[config.mk]
export PLATFORM = sky130hd
export DESIGN_NAME = ecliptic_misc_issue
export DESIGN_NICKNAME = d
export VERILOG_FILES = /design/src/rtl/ecliptic_misc_issue.sv
export SDC_FILE = /design/constraint.sdc
export NUM_CORES = 1
export LEC_CHECK = 0
export BUFFER_PORTS_ARGS = -buffer_cell sky130_fd_sc_hd__clkbuf_2
export CELL_PAD_IN_SITES_DETAIL_PLACEMENT = 1
export CELL_PAD_IN_SITES_GLOBAL_PLACEMENT = 2
export CORE_AREA = 2 2 101 200
export CTS_BUF_LIST = sky130_fd_sc_hd__clkbuf_2
export DETAILED_ROUTE_END_ITERATION = 12
export DIE_AREA = 0 0 103 202
export PLACE_DENSITY_LB_ADDON = 0.3
export SYNTH_ARGS = -nofsm -noshare
export SYNTH_HDL_FRONTEND = slang
export SYNTH_SLANG_ARGS = --single-unit
[constraint.sdc]
create_clock -name clk -period 2.95 [get_ports clk]
set_input_delay 0.1475 -clock clk [delete_from_list [all_inputs] [get_ports clk]]
set_output_delay 0.1475 -clock clk [all_outputs]
set_load 0.05 [all_outputs]
[src/rtl/ecliptic_misc_issue.sv]
// ecliptic_misc_issue
//
// Issue/sequencing stage for the single-precision "misc" FP operations
// (sign injection, classification and comparison). It accepts one operation
// from upstream, latches the operands and function code, requests the
// matching execution unit, waits for that unit's ack, and holds the result
// until downstream takes it. Only one operation is in flight at a time.
//
// Ports
//   clk, rst                  clock; synchronous active-high reset
//   in_valid / in_ready       upstream handshake (in_ready only in IDLE)
//   in_funct                  000 SGNJ, 001 SGNJN, 010 SGNJX, 011 CLASS,
//                             100 FEQ, 101 FLT, 110 FLE, 111 reserved
//   in_src1, in_src2          operands offered with in_valid
//   src1, src2                latched operands, shared by all units
//   bop_req/op/ack/res        sign-injection unit
//   cls_req/ack/res           classification unit (10-bit class mask)
//   cmp_req/op/ack/res/invalid comparison unit
//   out_valid / out_ready     downstream handshake
//   out_res, out_fflags       result and exception flags (bit4 = NV)
//
// Build option
//   ECLIPTIC_MISC_TIMEOUT_EN  when defined, an 8-bit wait counter abandons a
//                             request after 255 WAIT cycles without an ack
//                             and completes with out_res=0, NV=1. Without
//                             it the stage waits for the ack indefinitely.
module ecliptic_misc_issue (
  input  logic        clk,
  input  logic        rst,
  input  logic        in_valid,
  output logic        in_ready,
  input  logic [2:0]  in_funct,
  input  logic [31:0] in_src1,
  input  logic [31:0] in_src2,
  output logic [31:0] src1,
  output logic [31:0] src2,
  output logic        bop_req,
  output logic [1:0]  bop_op,
  input  logic        bop_ack,
  input  logic [31:0] bop_res,
  output logic        cls_req,
  input  logic        cls_ack,
  input  logic [9:0]  cls_res,
  output logic        cmp_req,
  output logic [2:0]  cmp_op,
  input  logic        cmp_ack,
  input  logic [31:0] cmp_res,
  input  logic        cmp_invalid,
  output logic        out_valid,
  input  logic        out_ready,
  output logic [31:0] out_res,
  output logic [4:0]  out_fflags
);

  typedef enum logic [1:0] {
    IDLE = 2'd0,
    WAIT = 2'd1,
    DONE = 2'd2
  } state_t;

  localparam logic [2:0] F_CLASS = 3'b011;
  localparam logic [2:0] F_FEQ   = 3'b100;
  localparam logic [2:0] F_FLT   = 3'b101;
  localparam logic [2:0] F_FLE   = 3'b110;
  localparam logic [2:0] F_RSVD  = 3'b111;

  state_t      state;
  state_t      state_next;
  logic [2:0]  funct;
  logic        accept;
  logic        is_bop;
  logic        is_cls;
  logic        is_cmp;
  logic        sel_ack;
  logic [31:0] sel_res;
  logic        sel_nv;
  logic [31:0] res_next;
  logic [4:0]  fflags_next;

`ifdef ECLIPTIC_MISC_TIMEOUT_EN
  logic [7:0]  wait_cnt;
  logic        timeout;
`endif

  // Unit selection is decoded from the latched function code so the request
  // and op outputs cannot move while a request is outstanding.
  assign is_bop = (funct[2] == 1'b0) && (funct != F_CLASS);
  assign is_cls = (funct == F_CLASS);
  assign is_cmp = funct[2] && (funct != F_RSVD);

  assign in_ready  = (state == IDLE);
  assign out_valid = (state == DONE);
  assign accept    = in_ready && in_valid;

  assign bop_req = (state == WAIT) && is_bop;
  assign cls_req = (state == WAIT) && is_cls;
  assign cmp_req = (state == WAIT) && is_cmp;

  // SGNJ/SGNJN/SGNJX already encode as 00/01/10 in their low bits.
  assign bop_op = is_bop ? funct[1:0] : 2'b00;

  // The compare unit numbers its ops in the reverse order of the funct code.
  always_comb begin
    cmp_op = 3'b000;
    case (funct)
      F_FLE:   cmp_op = 3'b000;
      F_FLT:   cmp_op = 3'b001;
      F_FEQ:   cmp_op = 3'b010;
      default: cmp_op = 3'b000;
    endcase
  end

  // Only the selected unit's ack and result are looked at; the others are
  // ignored even if they fire.
  always_comb begin
    sel_ack = 1'b0;
    sel_res = 32'd0;
    sel_nv  = 1'b0;
    if (is_bop) begin
      sel_ack = bop_ack;
      sel_res = bop_res;
    end else if (is_cls) begin
      sel_ack = cls_ack;
      sel_res = {22'd0, cls_res};
    end else if (is_cmp) begin
      sel_ack = cmp_ack;
      sel_res = cmp_res;
      sel_nv  = cmp_invalid;
    end
  end

`ifdef ECLIPTIC_MISC_TIMEOUT_EN
  // The counter holds 0 in the first WAIT cycle, so a value of 254 marks the
  // 255th consecutive WAIT cycle without an ack.
  assign timeout = (wait_cnt == 8'd254);
`endif

  always_comb begin
    state_next  = state;
    res_next    = out_res;
    fflags_next = out_fflags;
    case (state)
      IDLE: begin
        if (in_valid) begin
          if (in_funct == F_RSVD) begin
            state_next  = DONE;
            res_next    = 32'd0;
            fflags_next = 5'd0;
          end else begin
            state_next = WAIT;
          end
        end
      end
      WAIT: begin
        if (sel_ack) begin
          state_next  = DONE;
          res_next    = sel_res;
          fflags_next = {sel_nv, 4'b0000};
        end
`ifdef ECLIPTIC_MISC_TIMEOUT_EN
        else if (timeout) begin
          state_next  = DONE;
          res_next    = 32'd0;
          fflags_next = 5'b10000;
        end
`endif
      end
      DONE: begin
        if (out_ready) begin
          state_next = IDLE;
        end
      end
      default: begin
        state_next = IDLE;
      end
    endcase
  end

  always_ff @(posedge clk) begin
    if (rst) begin
      state <= IDLE;
    end else begin
      state <= state_next;
    end
  end

  // out_res/out_fflags only change on completion, so they stay frozen while
  // DONE is back-pressured.
  always_ff @(posedge clk) begin
    if (rst) begin
      funct      <= 3'b000;
      src1       <= 32'd0;
      src2       <= 32'd0;
      out_res    <= 32'd0;
      out_fflags <= 5'd0;
    end else begin
      if (accept) begin
        funct <= in_funct;
        src1  <= in_src1;
        src2  <= in_src2;
      end
      out_res    <= res_next;
      out_fflags <= fflags_next;
    end
  end

`ifdef ECLIPTIC_MISC_TIMEOUT_EN
  always_ff @(posedge clk) begin
    if (rst || accept) begin
      wait_cnt <= 8'd0;
    end else if (state == WAIT) begin
      wait_cnt <= wait_cnt + 8'd1;
    end
  end
`endif

endmodule

# ---- Word level (Yosys, flattened, before mapping)
# Cells that the tools add are included.
dict set report classes {
  eq_ne 12
  n_mux 24
  bitwise_logic 1
  reduce_logical 10
}
# operator n
set ops {}
lappend ops {{32-bit two-way mux} 6}
lappend ops {{32-bit case mux with 2 select lines} 1}
lappend ops {{5-bit two-way mux} 3}
lappend ops {{2-bit two-way mux} 5}
lappend ops {{5-bit case mux with 2 select lines} 1}
lappend ops {{3-bit equality test, second input constant} 3}
lappend ops {{1-bit logical AND} 6}
lappend ops {{1-bit two-way mux} 6}
lappend ops {{2-bit case mux with 3 select lines} 1}
lappend ops {{2-bit by 1-bit != test with 1-bit output, second input constant} 2}
lappend ops {{2-bit != test, second input constant} 2}
lappend ops {{2-bit case mux with 2 select lines} 1}
lappend ops {{4-bit AND reduction} 1}
lappend ops {{3-bit by 2-bit equality test with 1-bit output, second input constant} 1}
lappend ops {{3-bit by 2-bit != test with 1-bit output, second input constant} 1}
lappend ops {{3-bit != test, second input constant} 1}
lappend ops {{3-bit AND reduction} 1}
lappend ops {{2-bit by 1-bit equality test with 1-bit output, second input constant} 1}
lappend ops {{2-bit equality test, second input constant} 1}
lappend ops {{2-bit logical NOT} 1}
lappend ops {{2-bit nonzero test} 1}
lappend ops {{1-bit inverter} 1}
dict set report word_totals {
  register_bits 106
  out_inout_bits 111
  elab_cells 53
}

# ---- Logic depth before layout (Yosys ltp)
# Gate-level depths: netlist of the first run.
dict set report logic_depth {
  ltp_word 7
  mapped_depth 7
  depth_no_buf 4
}

# ---- Worst setup path after synthesis of the first run
# No wires, ideal clock.
dict set report synth_timing {
  path_kind {reg2out}
  startpoint {register funct[2]}
  endpoint {output port bop_op[0]}
  t_arrival_ns 2.002
  required_ns 2.803
  slack_ns 0.801
  path_stages_with_launch 5
  path_cell_list {dfxtp_1 buf_2 buf_2 clkbuf_1 nor3b_1}
}
dict set report synth_between {
  elab_chain_cells 3
  word_cells_on_any_way 4
}
# item line_no
set synth_lines {}
lappend synth_lines {{from (decl)} 69} ;# logic [2:0] funct;
lappend synth_lines {{from (signal assigned)} 198} ;# funct <= in_funct;
lappend synth_lines {{3-bit by 2-bit != test with 1-bit output or 1-bit inverter (tied branches)} 87} ;# assign is_bop = (funct[2] == 1'b0) && (funct != F_CLASS);
lappend synth_lines {{1-bit logical AND *} 87}
lappend synth_lines {{2-bit two-way mux *} 100} ;# assign bop_op = is_bop ? funct[1:0] : 2'b00;
lappend synth_lines {{to (decl)} 38} ;# output logic [1:0] bop_op,
# Mark *: on every way between the ends. The rest lies on a longest branch, timed or not.

# ---- Worst setup path in the final report of the first run
dict set report layout_timing {
  startpoint {register funct[2]}
  endpoint {register out_res[10]}
}
dict set report layout_between {
  elab_chain_cells 7
  word_cells_on_any_way 16
}
# item line_no
set layout_lines {}
lappend layout_lines {{3-bit != test} 89} ;# assign is_cmp = funct[2] && (funct != F_RSVD);
lappend layout_lines {{1-bit logical AND} 89}
lappend layout_lines {{1-bit two-way mux or 32-bit two-way mux (tied branches)} 125} ;# end else if (is_cmp) begin
lappend layout_lines {{1-bit two-way mux or 32-bit two-way mux (tied branches)} 122} ;# end else if (is_cls) begin
lappend layout_lines {{1-bit two-way mux or 32-bit two-way mux (tied branches)} 119} ;# if (is_bop) begin
lappend layout_lines {{2-bit != test (no line) or 32-bit two-way mux (tied branches)} --}
lappend layout_lines {{4-bit AND reduction (no line) or 32-bit case mux with 2 select lines (tied branches)} --}
lappend layout_lines {{to (signal assigned)} 202} ;# out_res <= res_next;
lappend layout_lines {{to (decl)} 51} ;# output logic [31:0] out_res,
# Parallel ways exist; a longest one is shown, timed or not. The select of a mux whose other input is x is not followed.
# A chain may end at the register's enable or synchronous reset.

==> run summary, run 1 <==
status: completed
largest family of logic cells by synthesized area: simple AND/OR/NAND/NOR gates
min cycle time layout: 2.407 ns
Top Family by Delay on Critical Path: buffers and inverters
largest net degree at the start of global routing: 60
largest area contributor in the netlist: dfxtp_1
final cell count without fillers: 1203
setup_tns: 0 ns
post-route setup slack: 0.5428 ns
GRT Util Overall: 17.96%
warnings from Yosys: 0
largest fanout on the critical path: 29
Adder-Cell Fraction of Synth Area: 0%
Die Area: 0.02081 sq mm
Crit path depth: 5
wire length of the first global-routing pass: 28.99 mm
num rows: 72
critical-path cell list: buf_4, mux2i_1, dlygate4sd3_1, nor2_1, mux2_2
CP max stage delay: 0.62 ns
sequential-to-total area share from yosys stat: 44.84%
Leak: 3.682 nW
post-cts sizing count: 0
Horiz. Die Dim: 103 um
sequential share of power: 42.7%
detailed-route via count: 5277
worst slew pin tran: 0.8379 ns
buffer count from post-CTS setup fixing: 0
unrepaired setup endpoints after global routing: no
worst endpoint data arrival time: 2.92 ns
Synth Register Bits: 102
worst path bufs/invs: 2
most common cell after layout, fill and taps aside: clkbuf_2
Antenna Nets Post-Route: 0
Comb pwr share: 35.8%
Placeable Area: 0.01928 sq mm
async set-reset flop share out of synthesis: 0%
share of layout cells above drive strength 1: 32.56%
simple-gate share of the synthesized area: 24.40%
drt first pass iters: 4
CTS tree: done
Max Cap Viol: 0
layout net count: 1087
drt drc: 0
Synth cell types: 31
P_int: 2.258 mW
clock root cell: clkbuf_2
final hold violation count: 0
Tot Pwr: 3.611 mW
Post-Route WL: 18.84 mm
initial antenna violation count: 1
mux contribution to synthesized area: 14.29%
initial cell density of the core: 23.62%
Synth area leaders: dfxtp_1, nand2_1, a21oi_1
H-tree levels: 3
Final GP Congestion: 0.7534
Routed wire per std cell: 15.66 um
gr ovfl total: 0
post-detail-place hpwl: 12.53 mm
Setup crit start kind: register
Yosys top cell area share: 44.84%
Peak VDD IR: 280.7 uV
slowest cell on the critical path: dfxtp_2
Clock Skew: 0.01455 ns
post-synthesis average cell area: 8.387 sq um
maximum clock rate: 415.4 MHz
Post-synth EDFFs: 0
Sink Count: 102
net switching fraction of the power: 37.46%
R2R setup slack: 0.54 ns
CTS Hold Bufs: 166
Clock Latency Late Sink: 0.60 ns
Placed Cells: 1020
Mapped Cells: 543
post-synthesis compound-gate area fraction: 10.74%
Slew Limit Fails: 0
crit path kind: register to register
Synth Area in XOR/XNOR: 0%
sw power: 1.353 mW
pre-CTS WS: 0.5695 ns
area delta synth->final: 71.18%
# IOs: 260
synthesized cell area: 0.004554 sq mm
PortBufs: 254
Setup-failing EPs final: 0
Hold Path Class: input port to register
power per cell area: 463.1 mW/mm^2
relative slew slack: 44.14%
crit end category: register
CTS max path bufs: 2
fillers: 2415
Num CTS Buffers: 9
worst endpoint required time: 3.46 ns
crit share post-route: 81.60%
worst hold path depth: 3
DIE HEIGHT: 202 um
r2r worst-path depth: 5
number of DRC violations after detailed-routing iteration 0: 118
via-per-instance ratio: 4.387
Clock transition at path regs: 0.27 ns
most frequent cells in the layout: clkbuf_2, dlygate4sd3_1, nand2_1
Clk pwr share: 21.5%
Primary FF master, synth: dfxtp_1
vias in the first global route: 5872
Yosys cell counts (all sizes together) (6+ instances only):
library cell	n
clkbuf	29
a21oi	78
nor2	25
dfxtp	102
and3	10
nor2b	24
nand2	148
nand2b	23
nor3	6
o21ai	11
buf	18
mux2i	32
mux2	23
sequential cells by signal (all words and copies together) (netlist names):
register,cells
state,2
out_fflags,1
src2,32
out_res,32
funct,3
src1,32
tightest hold or removal path, delay by kind of cell:
| family | cells | cell delay, ns |
|---|---|---|
| buffers and inverters | 1 | 0.27 |
| multiplexers | 1 | 0.14 |
| AND/OR/NAND/NOR | 1 | 0.16 |
logic make-up (layout without fill, tap and decap cells):
logic type,Yosys count,count (layout)
buf+inv,48,444
mux,55,55
compound gates,92,92
simple gates,245,245
other cells,1,6
flops,102,102
worst paths after layout:
kind / to / startpoint
setup / recovery: out_res[10] / funct[2]
hold reg to reg: src2[4] / src2[4]
hold / removal: out_res[31] / rst
setup reg to reg: out_res[10] / funct[2]
through the flow:
step / hold WS (ns) / area [sq um] / utilization, %
after floorplan: 0.2835 / 4569 / -
after global placement: 0.3705 / 5996 / 31.10
after detailed placement: 0.3784 / 5996 / 31.10
after CTS: 0.07634 / 7794 / 40.43
after global routing: 0.1206 / 7796 / 40.44
final: 0.1592 / 7796 / 40.44
per-layer routing:
| layer | vias to the layer above | GRT usage [%] | wire length [um] |
|---|---|---|---|
| met4 | 0 | 10.20 | 915 |
| met1 | 2489 | 17.02 | 6600 |
| met3 | 49 | 2.905 | 872 |
| met2 | 190 | 34.53 | 10450 |
| li1 | 2549 | - | - |
| met5 | - | 0 | 0 |
area by class of cell:
class	instances	area, sq um	share of cell area (%)
antenna	1	2.502	0.03210
clock buffer	10	50.05	0.6420
clock inverter	6	86.33	1.107
inverter	1	3.754	0.04815
multi-input combinational	397	2273	29.16
sequential	102	2043	26.21
tap	259	324.1	4.157
timing repair buffer	427	3013	38.65
power groups by stage:
stage | Clock (mW) | Sequential [mW] | Combinational [mW]
global route | 0.871 | 1.56 | 1.39
floorplan | 0 | 1.87 | 0.474
global placement | 0 | 1.56 | 1.07
CTS | 0.827 | 1.54 | 1.30
finish | 0.775 | 1.54 | 1.29
detailed placement | 0 | 1.57 | 1.09
Note: power is estimated with default switching activity, not from simulation.
==> run 2: changes to the inputs <==
==> constraint.sdc (replaced) <==
create_clock -name clk -period 2.37 [get_ports clk]
set_input_delay 0.1185 -clock clk [delete_from_list [all_inputs] [get_ports clk]]
set_output_delay 0.1185 -clock clk [all_outputs]
set_load 0.05 [all_outputs]
==> run 2 against run 1 <==
Sequential share of layout area is 0.20 points higher. Utilization is 0.30 points lower. First-iteration DRC count is 33% lower. Cell count hardly changed. Clock power is 5.0% lower. Largest power group unchanged. Register-to-register slack worse by 0.44 ns. Flip-flop and latch count stayed put. Die area stayed put. Hold slack better by 0.017 ns.
==> run summary, run 2 (same netlist as run 1, synthesis figures left out) <==
Hold Crit Start: bop_ack
Clock Skew: 0.03704 ns (+0.02249 ns)
r2r worst-path depth: 6 (+1)
worst endpoint data arrival time: 2.81 ns (-0.11 ns)
relative slew slack: 58.95% (+15 points)
wire length of the first global-routing pass: 28.99 mm (unchanged)
detailed-route via count: 5247 (-0.57%)
met3 global-route usage: 3.354% (+0.45 points)
area delta synth->final: 69.89%
status: completed
Clock Latency Late Sink: 0.61 ns (about the same)
initial antenna violation count: 2 (+1)
drt drc: 0 (unchanged)
post-route setup slack: 0.1019 ns (-0.4409 ns)
H-tree levels: 3 (unchanged)
largest net degree at the start of global routing: 65 (+8.3%)
unrepaired setup endpoints after global routing: no
Horiz. Die Dim: 103 um (unchanged)
post-detail-place hpwl: 12.98 mm (+3.6%)
min cycle time layout: 2.268 ns (-0.1391 ns)
most common cell after layout, fill and taps aside: clkbuf_2
GRT busiest layer: met2
most frequent cells in the layout: clkbuf_2, dlygate4sd3_1, nand2_1
Setup crit start kind: register
via-per-instance ratio: 4.365 (-0.49%)
Min Hold Slack: 0.1757 ns (+0.01658 ns)
final hold violation count: 0 (unchanged)
Max Cap Viol: 0 (unchanged)
Util after Layout: 40.14% (-0.30 points)
vias in the first global route: 5888 (+0.27%)
share of layout cells above drive strength 1: 32.84% (+0.28 points)
Worst R2R End: out_res[7]
Hold Path Class: input port to register
crit end category: register
crit path kind: register to register
Sink Count: 102 (unchanged)
fillers: 2426 (+0.46%)
gr ovfl total: 0 (unchanged)
worst reg2reg path startpoint: funct[0]
Leak: 3.647 nW (-0.96%)
Final GP Congestion: 0.7371 (-2.2%)
pre-CTS WS: 0.2981 ns (-0.2714 ns)
GRT Util Overall: 18.11% (+0.15 points)
worst hold path depth: 5 (+2)
number of DRC violations after detailed-routing iteration 0: 79 (-33%)
largest registers: out_res x32, src1 x32, src2 x32
setup_tns: 0 ns (unchanged)
power per cell area: 551.9 mW/mm^2 (+19%)
Reg area: 0.002043 sq mm (unchanged)
Placeable Area: 0.01928 sq mm (unchanged)
DIE HEIGHT: 202 um (unchanged)
Clock transition at path regs: 0.29 ns (+0.02 ns)
WHS Endpoint: out_res[8]
Num CTS Buffers: 9 (unchanged)
Antenna Nets Post-Route: 0 (unchanged)
CTS max path bufs: 2 (unchanged)
largest fanout on the critical path: 12 (-59%)
CTS tree: done
# IOs: 260 (unchanged)
Die Area: 0.02081 sq mm (unchanged)
worst slew pin tran: 0.6135 ns (-0.2244 ns)
Peak VDD IR: 335.6 uV (+20%)
Setup-failing EPs final: 0 (unchanged)
num rows: 72 (unchanged)
drt first pass iters: 4 (unchanged)
Routed wire per std cell: 15.89 um (+1.5%)
Tot Pwr: 4.270 mW (+18%)
met1 Resource Use GR: 16.11% (-0.91 points)
Slew Limit Fails: 0 (unchanged)
PortBufs: 254 (unchanged)
area of the multi-input gates: 0.002285 sq mm (+0.50%)
GRT met2 Usage: 36.53% (+2.0 points)
crit share post-route: 95.70% (+14 points)
worst endpoint required time: 2.92 ns (-0.54 ns)
R2R setup slack: 0.10 ns (-0.44 ns)
initial cell density of the core: 23.62% (unchanged)
maximum clock rate: 440.9 MHz (+6.1%)
layout net count: 1085 (-0.18%)
clock root cell: clkbuf_2
Post-Route WL: 19.10 mm (+1.4%)
[run 2: where the power goes]
group	internal, mW	total, mW	switching [mW]
sequential	1.84	1.92	0.0730
combinational	0.616	1.62	1.00
clock	0.145	0.736	0.591
total	2.60	4.27	1.67
[run 2: worst max path at each step]
stage                     cells after the start  slack (ns)  startpoint           to
after floorplan                               4        0.25    funct[2]    bop_op[0]
after global placement                        5        0.35    funct[1]  out_res[11]
after detailed placement                      5        0.30    funct[1]  out_res[31]
after CTS                                     6        0.02    state[0]     src2[24]
after global routing                          6      0.0007    funct[1]   out_res[7]
final                                         6        0.10    funct[0]   out_res[7]
[run 2: area by class of cell]
type,count,area share (%)
timing repair buffer,424,38.68
multi-input combinational,398,29.53
clock buffer,12,0.7762
tap,259,4.188
inverter,1,0.04851
antenna,2,0.06468
sequential,102,26.41
clock inverter,4,0.3072
[run 2: per-layer routing]
layer  wire (um)  up-vias
li1            -     2554
met1        6304     2476
met2       11200      176
met3         853       41
met4         736        0
met5           0        -
[run 2: critical path, cell delays in order (launching register included)]
cell           delay, ns
dfxtp_1             0.55
and2_4              0.29
a21oi_1             0.05
dlygate4sd3_1       0.55
o21ai_0             0.15
dlygate4sd3_1       0.57
mux2i_1             0.07
[run 2: what timing repair did]
| item | in CTS | in global routing |
|---|---|---|
| resized for setup | 0 | 2 |
| hold buffers | 162 | 0 |
| setup endpoints to repair | 0 | 23 |
| hold endpoints to repair | 102 | 0 |
| setup buffers | 0 | 0 |
[run 2: metrics by stage]
stage,instances,instance area [sq um]
6_report,1202,7737
5_1_grt,1202,7737
4_1_cts,1199,7721
3_5_place_dp,1021,6016
3_3_place_gp,1021,6016
2_1_floorplan,547,4569
